[config.mk]
export PLATFORM = sky130hd
export DESIGN_NAME = seg7_scan_driver_flat
export DESIGN_NICKNAME = d
export VERILOG_FILES = /design/src/rtl/seg7_pkg.sv /design/src/rtl/seg7_scan_driver_if.sv /design/src/rtl/seg7_digit_enc.sv /design/src/rtl/seg7_scan_driver.sv /design/src/flat_wrapper.sv
export SDC_FILE = /design/constraint.sdc
export NUM_CORES = 1
export LEC_CHECK = 0
export BUFFER_PORTS_ARGS = -buffer_cell sky130_fd_sc_hd__buf_2
export CORE_UTILIZATION = 51
export CTS_BUF_LIST = sky130_fd_sc_hd__clkbuf_16
export DETAILED_ROUTE_END_ITERATION = 6
export PLACE_DENSITY = 0.81
export SYNTH_ARGS = -nofsm -noshare
export SYNTH_HDL_FRONTEND = slang
export SYNTH_HIERARCHICAL = 1
export SYNTH_SLANG_ARGS = --single-unit
[constraint.sdc]
create_clock -name clk -period 2.3 [get_ports clk]
set_clock_uncertainty 0.2 [all_clocks]
set_input_delay 0.23 -clock clk [delete_from_list [all_inputs] [get_ports clk]]
set_output_delay 0.23 -clock clk [all_outputs]
set_load 0.02 [all_outputs]
[src/rtl/seg7_pkg.sv]
// Shared segment codes, slot phases and counter-width helper for the
// multiplexed seven-segment display path.
package seg7_pkg;

  typedef enum logic {
    PH_GUARD = 1'b0,
    PH_DRIVE = 1'b1
  } phase_e;

  // Logical segment patterns, bit6=a ... bit0=g, 1 = lit.
  localparam logic [6:0] SEG_0     = 7'b1111110;
  localparam logic [6:0] SEG_1     = 7'b0110000;
  localparam logic [6:0] SEG_2     = 7'b1101101;
  localparam logic [6:0] SEG_3     = 7'b1111001;
  localparam logic [6:0] SEG_4     = 7'b0110011;
  localparam logic [6:0] SEG_5     = 7'b1011011;
  localparam logic [6:0] SEG_6     = 7'b1011111;
  localparam logic [6:0] SEG_7     = 7'b1110010;
  localparam logic [6:0] SEG_8     = 7'b1111111;
  localparam logic [6:0] SEG_9     = 7'b1111011;
  localparam logic [6:0] SEG_BLANK = 7'b0000000;

  // Width of a counter holding 0..n-1, never narrower than one bit.
  function automatic int unsigned cnt_w(input int unsigned n);
    return (n < 2) ? 1 : $clog2(n);
  endfunction

endpackage

[src/rtl/seg7_scan_driver_if.sv]
// Display-side bus of seg7_scan_driver: frame data in, multiplexed pins out.
interface seg7_scan_driver_if #(
  parameter int unsigned DIGITS = 4
) ();

  logic                  en;
  logic                  load;
  logic [4*DIGITS-1:0]   bcd_in;
  logic [DIGITS-1:0]     dp_in;
  logic                  lz_blank;
  logic [6:0]            seg_out;
  logic                  dp_out;
  logic [DIGITS-1:0]     an_out;
  logic                  frame_done;

  modport master (
    output en, load, bcd_in, dp_in, lz_blank,
    input  seg_out, dp_out, an_out, frame_done
  );

  modport slave (
    input  en, load, bcd_in, dp_in, lz_blank,
    output seg_out, dp_out, an_out, frame_done
  );

endinterface

[src/rtl/seg7_digit_enc.sv]
// Combinational BCD to logical seven-segment encoder; codes 10..15 and
// blank_i both give a dark digit.
module seg7_digit_enc
  import seg7_pkg::*;
(
  input  logic [3:0] bcd_i,
  input  logic       blank_i,
  output logic [6:0] seg_o
);

  always_comb begin
    seg_o = SEG_BLANK;
    if (!blank_i) begin
      case (bcd_i)
        4'd0:    seg_o = SEG_0;
        4'd1:    seg_o = SEG_1;
        4'd2:    seg_o = SEG_2;
        4'd3:    seg_o = SEG_3;
        4'd4:    seg_o = SEG_4;
        4'd5:    seg_o = SEG_5;
        4'd6:    seg_o = SEG_6;
        4'd7:    seg_o = SEG_7;
        4'd8:    seg_o = SEG_8;
        4'd9:    seg_o = SEG_9;
        default: seg_o = SEG_BLANK;
      endcase
    end
  end

endmodule

[src/rtl/seg7_scan_driver.sv]
// Multiplexed N-digit seven-segment driver: double-buffered frame data,
// per-slot guard interval, leading-zero suppression and pin polarity.
module seg7_scan_driver
  import seg7_pkg::*;
#(
  parameter int unsigned DIGITS         = 4,
  parameter int unsigned SCAN_DIV       = 1000,
  parameter int unsigned GUARD          = 8,
  parameter bit          SEG_ACTIVE_LOW = 1'b0,
  parameter bit          AN_ACTIVE_LOW  = 1'b1
) (
  input  logic               clk,
  input  logic               rst,
  seg7_scan_driver_if.slave  bus
);

  localparam int unsigned PW = cnt_w(SCAN_DIV);
  localparam int unsigned IW = cnt_w(DIGITS);
  localparam logic [PW-1:0] PRESC_LAST = PW'(SCAN_DIV - 1);
  localparam logic [PW-1:0] GUARD_END  = PW'(GUARD);
  localparam logic [IW-1:0] IDX_LAST   = IW'(DIGITS - 1);

  logic [PW-1:0]         presc_q, presc_d;
  logic [IW-1:0]         idx_q, idx_d;
  logic [4*DIGITS-1:0]   hold_bcd_q, hold_bcd_d, disp_bcd_q, disp_bcd_d;
  logic [DIGITS-1:0]     hold_dp_q, hold_dp_d, disp_dp_q, disp_dp_d;
  logic [6:0]            seg_q, seg_d;
  logic                  dp_q, dp_d;
  logic [DIGITS-1:0]     an_q, an_d;
  logic                  fd_q, fd_d;

  logic                  slot_end, frame_end, drive, upper_zero;
  logic [DIGITS-1:0]     lz_mask;
  logic [3:0]            cur_bcd;
  logic [6:0]            cur_seg;
  phase_e                phase;

  // Digit k is a leading zero when it and every digit above it are zero.
  always_comb begin
    upper_zero = 1'b1;
    lz_mask    = '0;
    for (int unsigned k = DIGITS - 1; k >= 1; k--) begin
      upper_zero = upper_zero && (disp_bcd_q[4*k +: 4] == 4'd0);
      lz_mask[k] = upper_zero;
    end
  end

  assign cur_bcd = disp_bcd_q[{idx_q, 2'b00} +: 4];

  seg7_digit_enc u_enc (
    .bcd_i   (cur_bcd),
    .blank_i (bus.lz_blank && lz_mask[idx_q]),
    .seg_o   (cur_seg)
  );

  always_comb begin
    presc_d    = presc_q;
    idx_d      = idx_q;
    hold_bcd_d = hold_bcd_q;
    hold_dp_d  = hold_dp_q;
    disp_bcd_d = disp_bcd_q;
    disp_dp_d  = disp_dp_q;

    slot_end  = (presc_q == PRESC_LAST);
    frame_end = slot_end && (idx_q == IDX_LAST);
    phase     = (presc_q < GUARD_END) ? PH_GUARD : PH_DRIVE;
    drive     = bus.en && (phase == PH_DRIVE);

    if (bus.load) begin
      hold_bcd_d = bus.bcd_in;
      hold_dp_d  = bus.dp_in;
    end

    // disp samples the pre-load hold value, so a load on the frame-start
    // cycle is deferred to the following frame.
    if (bus.en) begin
      presc_d = slot_end ? '0 : presc_q + 1'b1;
      if (slot_end) idx_d = frame_end ? '0 : idx_q + 1'b1;
      if (frame_end) begin
        disp_bcd_d = hold_bcd_q;
        disp_dp_d  = hold_dp_q;
      end
    end

    seg_d = (drive ? cur_seg : SEG_BLANK) ^ {7{SEG_ACTIVE_LOW}};
    dp_d  = (drive && disp_dp_q[idx_q]) ^ SEG_ACTIVE_LOW;
    an_d  = (drive ? (DIGITS'(1) << idx_q) : '0) ^ {DIGITS{AN_ACTIVE_LOW}};
    fd_d  = bus.en && frame_end;
  end

  always_ff @(posedge clk) begin
    if (rst) begin
      presc_q    <= '0;
      idx_q      <= '0;
      hold_bcd_q <= '0;
      hold_dp_q  <= '0;
      disp_bcd_q <= '0;
      disp_dp_q  <= '0;
      seg_q      <= {7{SEG_ACTIVE_LOW}};
      dp_q       <= SEG_ACTIVE_LOW;
      an_q       <= {DIGITS{AN_ACTIVE_LOW}};
      fd_q       <= 1'b0;
    end else begin
      presc_q    <= presc_d;
      idx_q      <= idx_d;
      hold_bcd_q <= hold_bcd_d;
      hold_dp_q  <= hold_dp_d;
      disp_bcd_q <= disp_bcd_d;
      disp_dp_q  <= disp_dp_d;
      seg_q      <= seg_d;
      dp_q       <= dp_d;
      an_q       <= an_d;
      fd_q       <= fd_d;
    end
  end

  assign bus.seg_out    = seg_q;
  assign bus.dp_out     = dp_q;
  assign bus.an_out     = an_q;
  assign bus.frame_done = fd_q;

endmodule

[src/flat_wrapper.sv]
// flat-port wrapper written by rule: the top's interface ports become plain ports
module seg7_scan_driver_flat import seg7_pkg::*;
#(
  parameter int unsigned DIGITS         = 4,
  parameter int unsigned SCAN_DIV       = 1000,
  parameter int unsigned GUARD          = 8,
  parameter bit          SEG_ACTIVE_LOW = 1'b0,
  parameter bit          AN_ACTIVE_LOW  = 1'b1
)
  (clk, rst, bus_en, bus_load, bus_bcd_in, bus_dp_in, bus_lz_blank, bus_seg_out, bus_dp_out, bus_an_out, bus_frame_done);
  seg7_scan_driver_if #(.DIGITS(DIGITS)) bus_i ();
  input  logic clk;
  input  logic rst;
  input wire logic [$bits(bus_i.en)-1:0] bus_en;
  input wire logic [$bits(bus_i.load)-1:0] bus_load;
  input wire logic [$bits(bus_i.bcd_in)-1:0] bus_bcd_in;
  input wire logic [$bits(bus_i.dp_in)-1:0] bus_dp_in;
  input wire logic [$bits(bus_i.lz_blank)-1:0] bus_lz_blank;
  output wire logic [$bits(bus_i.seg_out)-1:0] bus_seg_out;
  output wire logic [$bits(bus_i.dp_out)-1:0] bus_dp_out;
  output wire logic [$bits(bus_i.an_out)-1:0] bus_an_out;
  output wire logic [$bits(bus_i.frame_done)-1:0] bus_frame_done;
  assign bus_i.en = bus_en;
  assign bus_i.load = bus_load;
  assign bus_i.bcd_in = bus_bcd_in;
  assign bus_i.dp_in = bus_dp_in;
  assign bus_i.lz_blank = bus_lz_blank;
  assign bus_seg_out = bus_i.seg_out;
  assign bus_dp_out = bus_i.dp_out;
  assign bus_an_out = bus_i.an_out;
  assign bus_frame_done = bus_i.frame_done;
  seg7_scan_driver #(.DIGITS(DIGITS), .SCAN_DIV(SCAN_DIV), .GUARD(GUARD), .SEG_ACTIVE_LOW(SEG_ACTIVE_LOW), .AN_ACTIVE_LOW(AN_ACTIVE_LOW)) u_core (.clk(clk), .rst(rst), .bus(bus_i));
endmodule
Word-level counts from Yosys, hierarchy flattened
Memory sizes are Yosys's and may differ from the RTL's. A register that Yosys moved wholly into a read port is not among the register bits.
Index checks and enable logic that the tools add are counted.
{"block": "op_classes", "n_addsub": 2, "n_lt_le_gt_ge": 2, "n_eq_ne": 2, "shift": 2, "muxes": 8, "bitwise_logic": 2, "reduce_logical": 13}
{"op": "$shiftx A16 B5 Y4", "count": 1}
{"op": "$logic_not A4 Y1", "count": 3}
{"op": "$add A10 B1 Y10 const B", "count": 1}
{"op": "$eq A10 B10 Y1 const B", "count": 1}
{"op": "$lt A10 B4 Y1 const B", "count": 1}
{"op": "$mux W10", "count": 1}
{"op": "$logic_and A1 B1 Y1", "count": 7}
{"op": "$bmux W1 S2", "count": 2}
{"op": "$mux W4", "count": 1}
{"op": "$not A4 Y4", "count": 1}
{"op": "$reduce_and A2 Y1", "count": 2}
{"op": "$shl A1 B2 Y4 const A", "count": 1}
{"op": "$lt A2 B3 Y1 const B", "count": 1}
{"op": "$mux W1", "count": 3}
{"op": "$reduce_or A3 Y1", "count": 1}
{"op": "$add A2 B1 Y2 const B", "count": 1}
{"op": "$eq A2 B2 Y1 const B", "count": 1}
{"op": "$mux W2", "count": 1}
{"op": "$not A1 Y1", "count": 1}
{"block": "totals", "ff_bits": 58, "mem_bits_ro": 112, "input_bits": 25, "output_inout_bits": 13, "wordCells": 41, "n_memories": 1}
{"memory": "(no name shown)", "words": 16, "width": 7, "rd": 1, "rd_clocked_by_memory_dff": 1, "wr": 0, "line_no": "seg7_digit_enc.sv:14", "text": "case (bcd_i)"}

Longest topological paths before layout
Gate-level depths: netlist of the first run.
{"block": "depth", "depth_word": 7, "ltp_mapped": 8, "depth_no_buf": 7}

Modules after synthesis
The synthesis of the first run kept the hierarchy.
{"module": "seg7_scan_driver", "instances": 1, "cells_each": 266, "area_per_inst_um2": 2627.5, "seq_area_each_um2": 1301.2}
{"module": "seg7_digit_enc", "instances": 1, "cells_each": 30, "area_per_inst_um2": 198.9, "seq_area_each_um2": 0.0}

Least setup slack after synthesis of the first run
OpenSTA, ideal clock, no wires.
{"block": "synth_path", "kind": "reg2reg", "startpoint": "reg u_core.idx_q[0]", "endpoint": "reg u_core.seg_q[3], in the netlist u_core/bus.seg_out[3]", "setup_ns": 0.115, "arrival_time_ns": 1.947, "required_ns": 1.985, "slack_ns": 0.038, "path_stages_with_launch": 8, "n_path_buf": 1, "period_less_slack_ns": 2.262, "cell_sequence": "dfxtp_1 -> clkbuf_1 -> mux4_2 -> inv_1 -> ha_1 -> nand3_1 -> a21oi_1 -> and2_1"}
{"block": "synth_via", "elab_cells_between_ends": 5, "cone_classes": "shift: 1; mux: 2; reduce/logical: 2"}
{"element": "start: declaration", "line_no": "seg7_scan_driver.sv:24", "text": "logic [IW-1:0] idx_q, idx_d;"}
{"element": "start signal: assignment", "line_no": "seg7_scan_driver.sv:105", "text": "idx_q <= idx_d;"}
{"element": "$shiftx A16 B5 Y4", "line_no": "seg7_scan_driver.sv:48", "text": "assign cur_bcd = disp_bcd_q[{idx_q, 2'b00} +: 4];"}
{"element": "net u_core.cur_bcd[1]", "line_no": "seg7_scan_driver.sv:34", "text": "logic [3:0] cur_bcd;"}
{"element": "end: declaration", "line_no": "seg7_scan_driver.sv:27", "text": "logic [6:0] seg_q, seg_d;"}
The timed path passes the listed nets, and every way through them passes these cells. The select of a mux whose other input is x is not followed.
A chain may end at the register's enable or synchronous reset.

Worst setup path after layout of the first run
Same ends and word-level chain as after synthesis.

==> results of run 1 <==
==> routing by layer <==
| layer | vias up | GRT usage, % | routed length [µm] |
|---|---|---|---|
| met4 | 0 | 13.3 | 143 |
| met5 | - | 0 | 0 |
| li1 | 1141 | - | - |
| met1 | 1041 | 24.8 | 2520 |
| met2 | 54 | 32.7 | 2510 |
| met3 | 12 | 4.07 | 246 |
==> report_power, final <==
| group | leakage, nW | switching [W] | total (W) | internal [W] |
|---|---|---|---|---|
| Clock | 0.138 | 0.000449 | 0.00126 | 0.000814 |
| Combinational | 0.766 | 0.0000684 | 0.000146 | 0.0000778 |
| Sequential | 0.529 | 0.0000182 | 0.00118 | 0.00116 |
| Total | 1.43 | 0.000535 | 0.00259 | 0.00205 |
==> flip-flops by register name, summed over array words and instances (netlist names) <==
register               count
u_core/bus.dp_out          1
u_core/presc_q            10
u_core/hold_bcd_q         16
u_core/bus.an_out          4
u_core/bus.frame_done      1
u_core/disp_bcd_q         16
u_core/disp_dp_q           4
u_core/idx_q               2
u_core/hold_dp_q           4
u_core/bus.seg_out         7
==> worst max path at each step <==
stage / depth (start not counted) / to / slack (ns)
2_1_floorplan: 7 / u_core/bus.seg_out[3]$_SDFF_PP0_ / 0.04
3_3_place_gp: 6 / u_core/bus.seg_out[3]$_SDFF_PP0_ / 0.33
3_5_place_dp: 6 / u_core/bus.seg_out[3]$_SDFF_PP0_ / 0.27
4_1_cts: 6 / u_core/bus.seg_out[3]$_SDFF_PP0_ / 0.26
5_1_grt: 7 / u_core/bus.seg_out[5]$_SDFF_PP0_ / 0.15
6_report: 7 / u_core/bus.seg_out[3]$_SDFF_PP0_ / 0.26
==> synth_stat cells <==
library cell	count
mux2i_1	42
o21ai_0	5
nor2_1	33
buf_6	2
a21oi_2	1
and2_4	2
clkbuf_1	12
nand4_1	7
and2_1	7
a21o_1	1
nand2_1	50
and4_1	3
o221ai_1	1
o311a_1	1
ha_1	9
nor3_1	1
nand3_1	5
or4_1	2
or3_4	1
nor4_1	3
or2_2	2
a31oi_1	1
a22oi_1	1
xor2_1	3
a21oi_1	10
xnor2_1	2
inv_1	5
a211oi_1	1
mux4_2	5
o31ai_1	3
dfxtp_1	65
buf_2	1
buf_4	2
o221a_2	1
a21boi_0	1
clkinv_1	1
inv_2	1
or3_1	3
==> stage by stage <==
stage / util (%) / total power [W] / setup WS, ns / std cells / hold slack (ns)
3_3_place_gp: 58.5 / 0.00131 / 0.325 / 393 / 0.241
5_1_grt: 67.6 / 0.00268 / 0.151 / 427 / 0.118
2_1_floorplan: - / 0.00128 / 0.0378 / 296 / 0.177
4_1_cts: 67.6 / 0.00261 / 0.263 / 427 / 0.0657
6_report: 67.6 / 0.00259 / 0.257 / 427 / 0.0722
3_5_place_dp: 58.5 / 0.00132 / 0.272 / 393 / 0.251
==> repair_timing <==
action,CTS,global route
hold buffers,20,0
endpoints found under the hold margin,20,0
resized for setup,0,0
==> area by class of cell <==
type | count | area share, %
Tap cell | 70 | 2.48
Multi-Input combinational cell | 207 | 39.9
Clock inverter | 5 | 1.38
Clock buffer | 9 | 6.36
Sequential cell | 65 | 36.8
Timing Repair Buffer | 64 | 12.4
Inverter | 7 | 0.743
==> cells by family after synthesis <==
logic type	Yosys count	share of synthesized area (%)
xor gates and xnor gates	5	1.55
muxes	47	18.9
DFF	65	46.0
buffers and inverters	24	4.03
AOI/OAI and AO/OA	27	6.11
adders and majority gates	9	3.98
and+or+nand+nor	119	19.4
==> layout by cell type (no fill, tap or decap), drive strengths merged, types with 2 or more instances in the layout <==
master / synthesis / routed
buf: 5 / 44
clkinv: 1 / 5
o31ai: 3 / 3
xnor2: 2 / 2
mux2i: 42 / 42
nand2: 50 / 50
nor2: 33 / 33
nor4: 3 / 3
or3: 4 / 4
mux4: 5 / 5
dfxtp: 65 / 65
and4: 3 / 3
ha: 9 / 9
dlygate4sd3: 0 / 20
or2: 2 / 2
or4: 2 / 2
inv: 6 / 6
a21oi: 11 / 11
xor2: 3 / 3
nand3: 5 / 5
and2: 9 / 9
nand4: 7 / 7
o21ai: 5 / 5
clkbuf: 12 / 9
==> critical path, delay by kind of cell, from the launching register on <==
kind / cells / cell delay, ns
simple gates: 2 / 0.27
buf+inv: 1 / 0.14
compound gates: 1 / 0.06
fa+ha+maj: 1 / 0.16
mux: 2 / 0.68
flops: 1 / 0.43
==> summary.txt, run 1 <==
Status
  – Status: complete, no violations

Setup path
  – Worst path required time: 2.32 ns
  – Reg2Reg Setup Slack: 0.26 ns
  – CP peak stage delay: 0.61 ns
  – Crit path max fanout: 6
  – CP Launch Point: u_core/idx_q[0]$_SDFFE_PP0P_
  – Worst Setup Path Type: flop to flop
  – Worst r2r path cells: 7
  – Reg2reg end: u_core/bus.seg_out[3]$_SDFF_PP0_
  – Startpoint types: flop
  – Crit. End Element: flop
  – Slowest-stage cell, CP: mux4_2
  – Crit path DAT: 2.06 ns
  – Launch point of the worst reg-to-reg path: u_core/idx_q[0]$_SDFFE_PP0P_
  – Cell Chain, Critical Path: mux4_2 -> inv_1 -> ha_1 -> mux2i_1 -> nand2_1 -> a21oi_1 -> and2_1

Die
  – Starting Density: 54.0%
  – FP Rows: 26
  – Die Width: 76.4 µm
  – Core area: 5240 µm²
  – I/O pins: 38
  – Die Footprint: 5840 µm²
  – Die height: 76.4 µm

Placed design
  – DPL Wire Length: 3.66 mm
  – GP Congestion: 0.875
  – # port buffers: 37
  – Cell Area, Placed: 3060 µm²

Run
  – Max cap viols: 0

Route
  – Vias/cell: 5.26
  – Vias post-DR: 2248
  – Initial DRC Count: 101
  – Routed WL: 5.42 mm
  – DRT Pass-1 Iters: 4
  – Routed wire per std cell: 12.7 µm
  – DRC Markers: 0
  – Routed Antenna Nets: 0

CTS
  – CTS tree: done
  – CTS Buf Count: 9
  – Sink Count: 65
  – Clock Path Buffers: 2
  – H-tree level count: 3
  – Post-CTS setup buffer count: 0
  – Worst-path clk slew: 0.05 ns
  – Root buffer cell: clkbuf_16
  – Worst skew pair latency: 0.33 ns

Synthesis
  – Register bit total from synthesis: 65
  – Largest cells by area after synthesis: dfxtp_1 (46%), mux2i_1 (15%), nand2_1 (6.6%), nor2_1 (4.4%), ha_1 (4.0%)
  – Post-synth top area cell: dfxtp_1
  – Post-synthesis sequential area ratio: 46.0%
  – Netlist cell types: 38
  – Mapped Cells: 296
  – Mapped cell area: 2830 µm²
  – Synth warn: 6
  – Net count after synthesis: 330
  – Synth top area share: 46.0%
  – Avg Cell Area, Syn: 9.55 µm²

Global route
  – Global-route wire length before repair: 9.29 mm
  – Number of global-route vias before repair: 2110
  – GRT Total Usage: 20.4%
  – Congestion Overflow GR: 0
  – Pin count of the biggest net entering global routing: 26
  – Initial antenna violation count: 0

Pwr
  – Peak VDD IR: 550 µV
  – Pwr/cell area: 731 nW/µm²
  – Pleak: 1.43 nW

Cells and area
  – Nets: 388
  – Share of cells above drive strength 1: 19.6%
  – Post-route cell area: 3540 µm²
  – Area growth from synthesis to layout: 25.2%
  – Area of the multi-input gates: 1410 µm²
  – Antenna Cells: 0
  – Register area: 1300 µm²
  – Filler cell count: 432

STA
  – Period utilization: 88.8%
  – FMAX: 489 MHz
  – Fin Setup TNS: 0 ns
  – Unrepaired setup endpoints after global routing: no
  – # setup viols final: 0
  – Hold Vio Cnt, Final: 0
  – Worst-Margin Slew: 0.605 ns
  – Max transition margin: 59.7%
  – Pins Over Slew Limit: 0
  – Fin crit period: 2.04 ns

Worst hold path
  – Hold depth: 3
  – Worst Hold Endpoint: u_core/presc_q[1]$_SDFFE_PP0P_
  – Worst hold path type: input port to flop
  – Hold_sp: bus_en
Power figures use the tool's default switching activity.
==> run 2: changes to the inputs <==
CORE_UTILIZATION = 40   (was 51)
PLACE_DENSITY = 0.67   (was 0.81)
TNS_END_PERCENT = 10   (was unset)
==> summary.txt, run 2 (synthesis results as in run 1) <==
Status
  – Status: complete, no violations

Worst hold path
  – Hold_sp: bus_en
  – Worst Hold Endpoint: u_core/presc_q[0]$_SDFFE_PP0P_
  – Worst hold path type: input port to flop
  – Hold depth: 3 (unchanged)

Setup path
  – Crit path DAT: 2.06 ns (about the same)
  – Cell Chain, Critical Path: mux4_2 -> inv_1 -> ha_1 -> nand3_1 -> a21oi_1 -> and2_1
  – Launch point of the worst reg-to-reg path: u_core/idx_q[0]$_SDFFE_PP0P_
  – Worst Setup Path Type: flop to flop
  – Worst r2r path cells: 6 (-1)
  – Startpoint types: flop
  – CP peak stage delay: 0.61 ns (about the same)
  – Reg2reg end: u_core/bus.seg_out[3]$_SDFF_PP0_
  – Crit path max fanout: 6 (unchanged)
  – Worst path required time: 2.33 ns (about the same)
  – Crit. End Element: flop
  – Slowest-stage cell, CP: mux4_2
  – Reg2Reg Setup Slack: 0.27 ns (about the same)

Route
  – Vias post-DR: 2212 (-1.6%)
  – DRC Markers: 0 (unchanged)
  – Routed WL: 5.55 mm (+2.3%)
  – DRT Pass-1 Iters: 4 (unchanged)
  – Initial DRC Count: 116 (+15%)
  – Routed Antenna Nets: 0 (unchanged)
  – Routed wire per std cell: 12.2 µm (-3.8%)
  – Vias/cell: 4.87 (-7.5%)

Pwr
  – Pleak: 1.46 nW (+2.0%)
  – Pwr/cell area: 778 nW/µm² (+6.4%)
  – Overall Power: 0.00284 W (+9.8%)
  – Peak VDD IR: 381 µV (-31%)

Cells and area
  – Area growth from synthesis to layout: 29.1%
  – Most frequent cells in the layout: dfxtp_1 (65), nand2_1 (50), mux2i_1 (42)
  – Filler cell count: 622 (+44%)
  – Share of cells above drive strength 1: 19.6% (-0.055 points)
  – Antenna Cells: 0 (unchanged)
  – Fin cells: 454 (+6.3%)
  – Nets: 387 (-0.26%)
  – Area of the multi-input gates: 1410 µm² (unchanged)
  – Register area: 1300 µm² (unchanged)
  – Top flop regs: u_core/disp_bcd_q: 16 flops, u_core/hold_bcd_q: 16 flops, u_core/presc_q: 10 flops
  – Leading cell type in the layout, fill and taps excluded: dfxtp_1

STA
  – Unrepaired setup endpoints after global routing: no
  – Hold Vio Cnt, Final: 0 (unchanged)
  – Pins Over Slew Limit: 0 (unchanged)
  – Worst-Margin Slew: 0.634 ns (+0.0298 ns)
  – # setup viols final: 0 (unchanged)
  – FMAX: 492 MHz (+0.47%)
  – Period utilization: 88.4% (-0.42 points)
  – Max transition margin: 57.7% (-2.0 points)
  – Fin crit period: 2.03 ns (-0.00962 ns)
  – Fin Setup TNS: 0 ns (unchanged)

CTS
  – Resized cells post-CTS: 0 (unchanged)
  – CTS Buf Count: 9 (unchanged)
  – Worst skew pair latency: 0.33 ns (about the same)
  – Clock Path Buffers: 2 (unchanged)
  – Post-CTS setup buffer count: 0 (unchanged)
  – Worst-path clk slew: 0.05 ns (about the same)
  – H-tree level count: 3 (unchanged)
  – Root buffer cell: clkbuf_16
  – # hold bufs at CTS: 20 (unchanged)
  – Sink Count: 65 (unchanged)
  – CTS tree: done

Die
  – Die height: 86.1 µm (+13%)
  – Die Footprint: 7410 µm² (+27%)
  – Die Width: 86.1 µm (+13%)
  – I/O pins: 38 (unchanged)
  – Starting Density: 41.6% (-12 points)
  – FP Rows: 30 (+15%)
  – Core area: 6790 µm² (+30%)

Placed design
  – DPL Wire Length: 3.69 mm (+0.80%)
  – DP Cell Count: 418 (+6.4%)
  – GP Congestion: 0.859 (-1.8%)
  – # port buffers: 37 (unchanged)

Run
  – Max cap viols: 0 (unchanged)

Global route
  – Congestion Overflow GR: 0 (unchanged)
  – Initial antenna violation count: 0 (unchanged)
  – GRT Total Usage: 17.1% (-3.2 points)
  – Pin count of the biggest net entering global routing: 36 (+38%)
  – Number of global-route vias before repair: 2107 (-0.14%)
  – Global-route wire length before repair: 9.66 mm (+4.0%)
==> run 2: worst max-delay path by stage <==
stage,start,to,slack [ns],depth (start not counted)
final,u_core/idx_q[0]$_SDFFE_PP0P_,u_core/bus.seg_out[3]$_SDFF_PP0_,0.27,6
after global routing,u_core/idx_q[0]$_SDFFE_PP0P_,u_core/bus.seg_out[5]$_SDFF_PP0_,0.1,7
after CTS,u_core/idx_q[0]$_SDFFE_PP0P_,u_core/bus.seg_out[3]$_SDFF_PP0_,0.27,6
after detailed placement,u_core/idx_q[0]$_SDFFE_PP0P_,u_core/bus.seg_out[3]$_SDFF_PP0_,0.27,6
after global placement,u_core/idx_q[0]$_SDFFE_PP0P_,u_core/bus.seg_out[3]$_SDFF_PP0_,0.32,6
after floorplan,u_core/idx_q[0]$_SDFFE_PP0P_,u_core/bus.seg_out[3]$_SDFF_PP0_,0.04,7
==> run 2: metrics by stage <==
| stage | setup slack [ns] | util [%] | hold WS (ns) | area, µm² |
|---|---|---|---|---|
| 2_1_floorplan | 0.0378 | - | 0.177 | 2830 |
| 3_3_place_gp | 0.316 | 45.8 | 0.249 | 3110 |
| 3_5_place_dp | 0.274 | 45.8 | 0.252 | 3110 |
| 4_1_cts | 0.266 | 53.7 | 0.0704 | 3650 |
| 5_1_grt | 0.0956 | 53.7 | 0.122 | 3650 |
| 6_report | 0.266 | 53.7 | 0.0759 | 3650 |
==> run 2: routing by layer <==
| metal | up-vias | track usage [%] | wire, µm |
|---|---|---|---|
| met1 | 1016 | 21.2 | 2670 |
| met4 | 0 | 8.33 | 116 |
| met3 | 12 | 6.16 | 242 |
| li1 | 1142 | - | - |
| met5 | - | 0 | 0 |
| met2 | 42 | 26.5 | 2520 |
==> run 2: area by class of cell <==
type | instances | share of cell area, %
multi-input cells | 207 | 38.7
flip-flops and latches | 65 | 35.7
repair buffers | 63 | 12.5
clock buffers | 9 | 6.17
well taps | 96 | 3.29
clock inverters | 7 | 3.02
inverters | 7 | 0.720
==> run 2: power by group <==
group	switching [W]	leakage, nW	total, W	internal (W)
Combinational	0.0000708	0.769	0.000150	0.0000792
Sequential	0.0000171	0.529	0.00117	0.00116
Clock	0.000467	0.164	0.00151	0.00105
Total	0.000555	1.46	0.00284	0.00228
==> run 2: critical path, delay by kind of cell, from the launching register on <==
family | cells | cell delay, ns
AOI/OAI and AO/OA | 1 | 0.06
adders and majority gates | 1 | 0.25
buffers and inverters | 1 | 0.13
DFF | 1 | 0.43
muxes | 1 | 0.61
and+or+nand+nor | 2 | 0.25
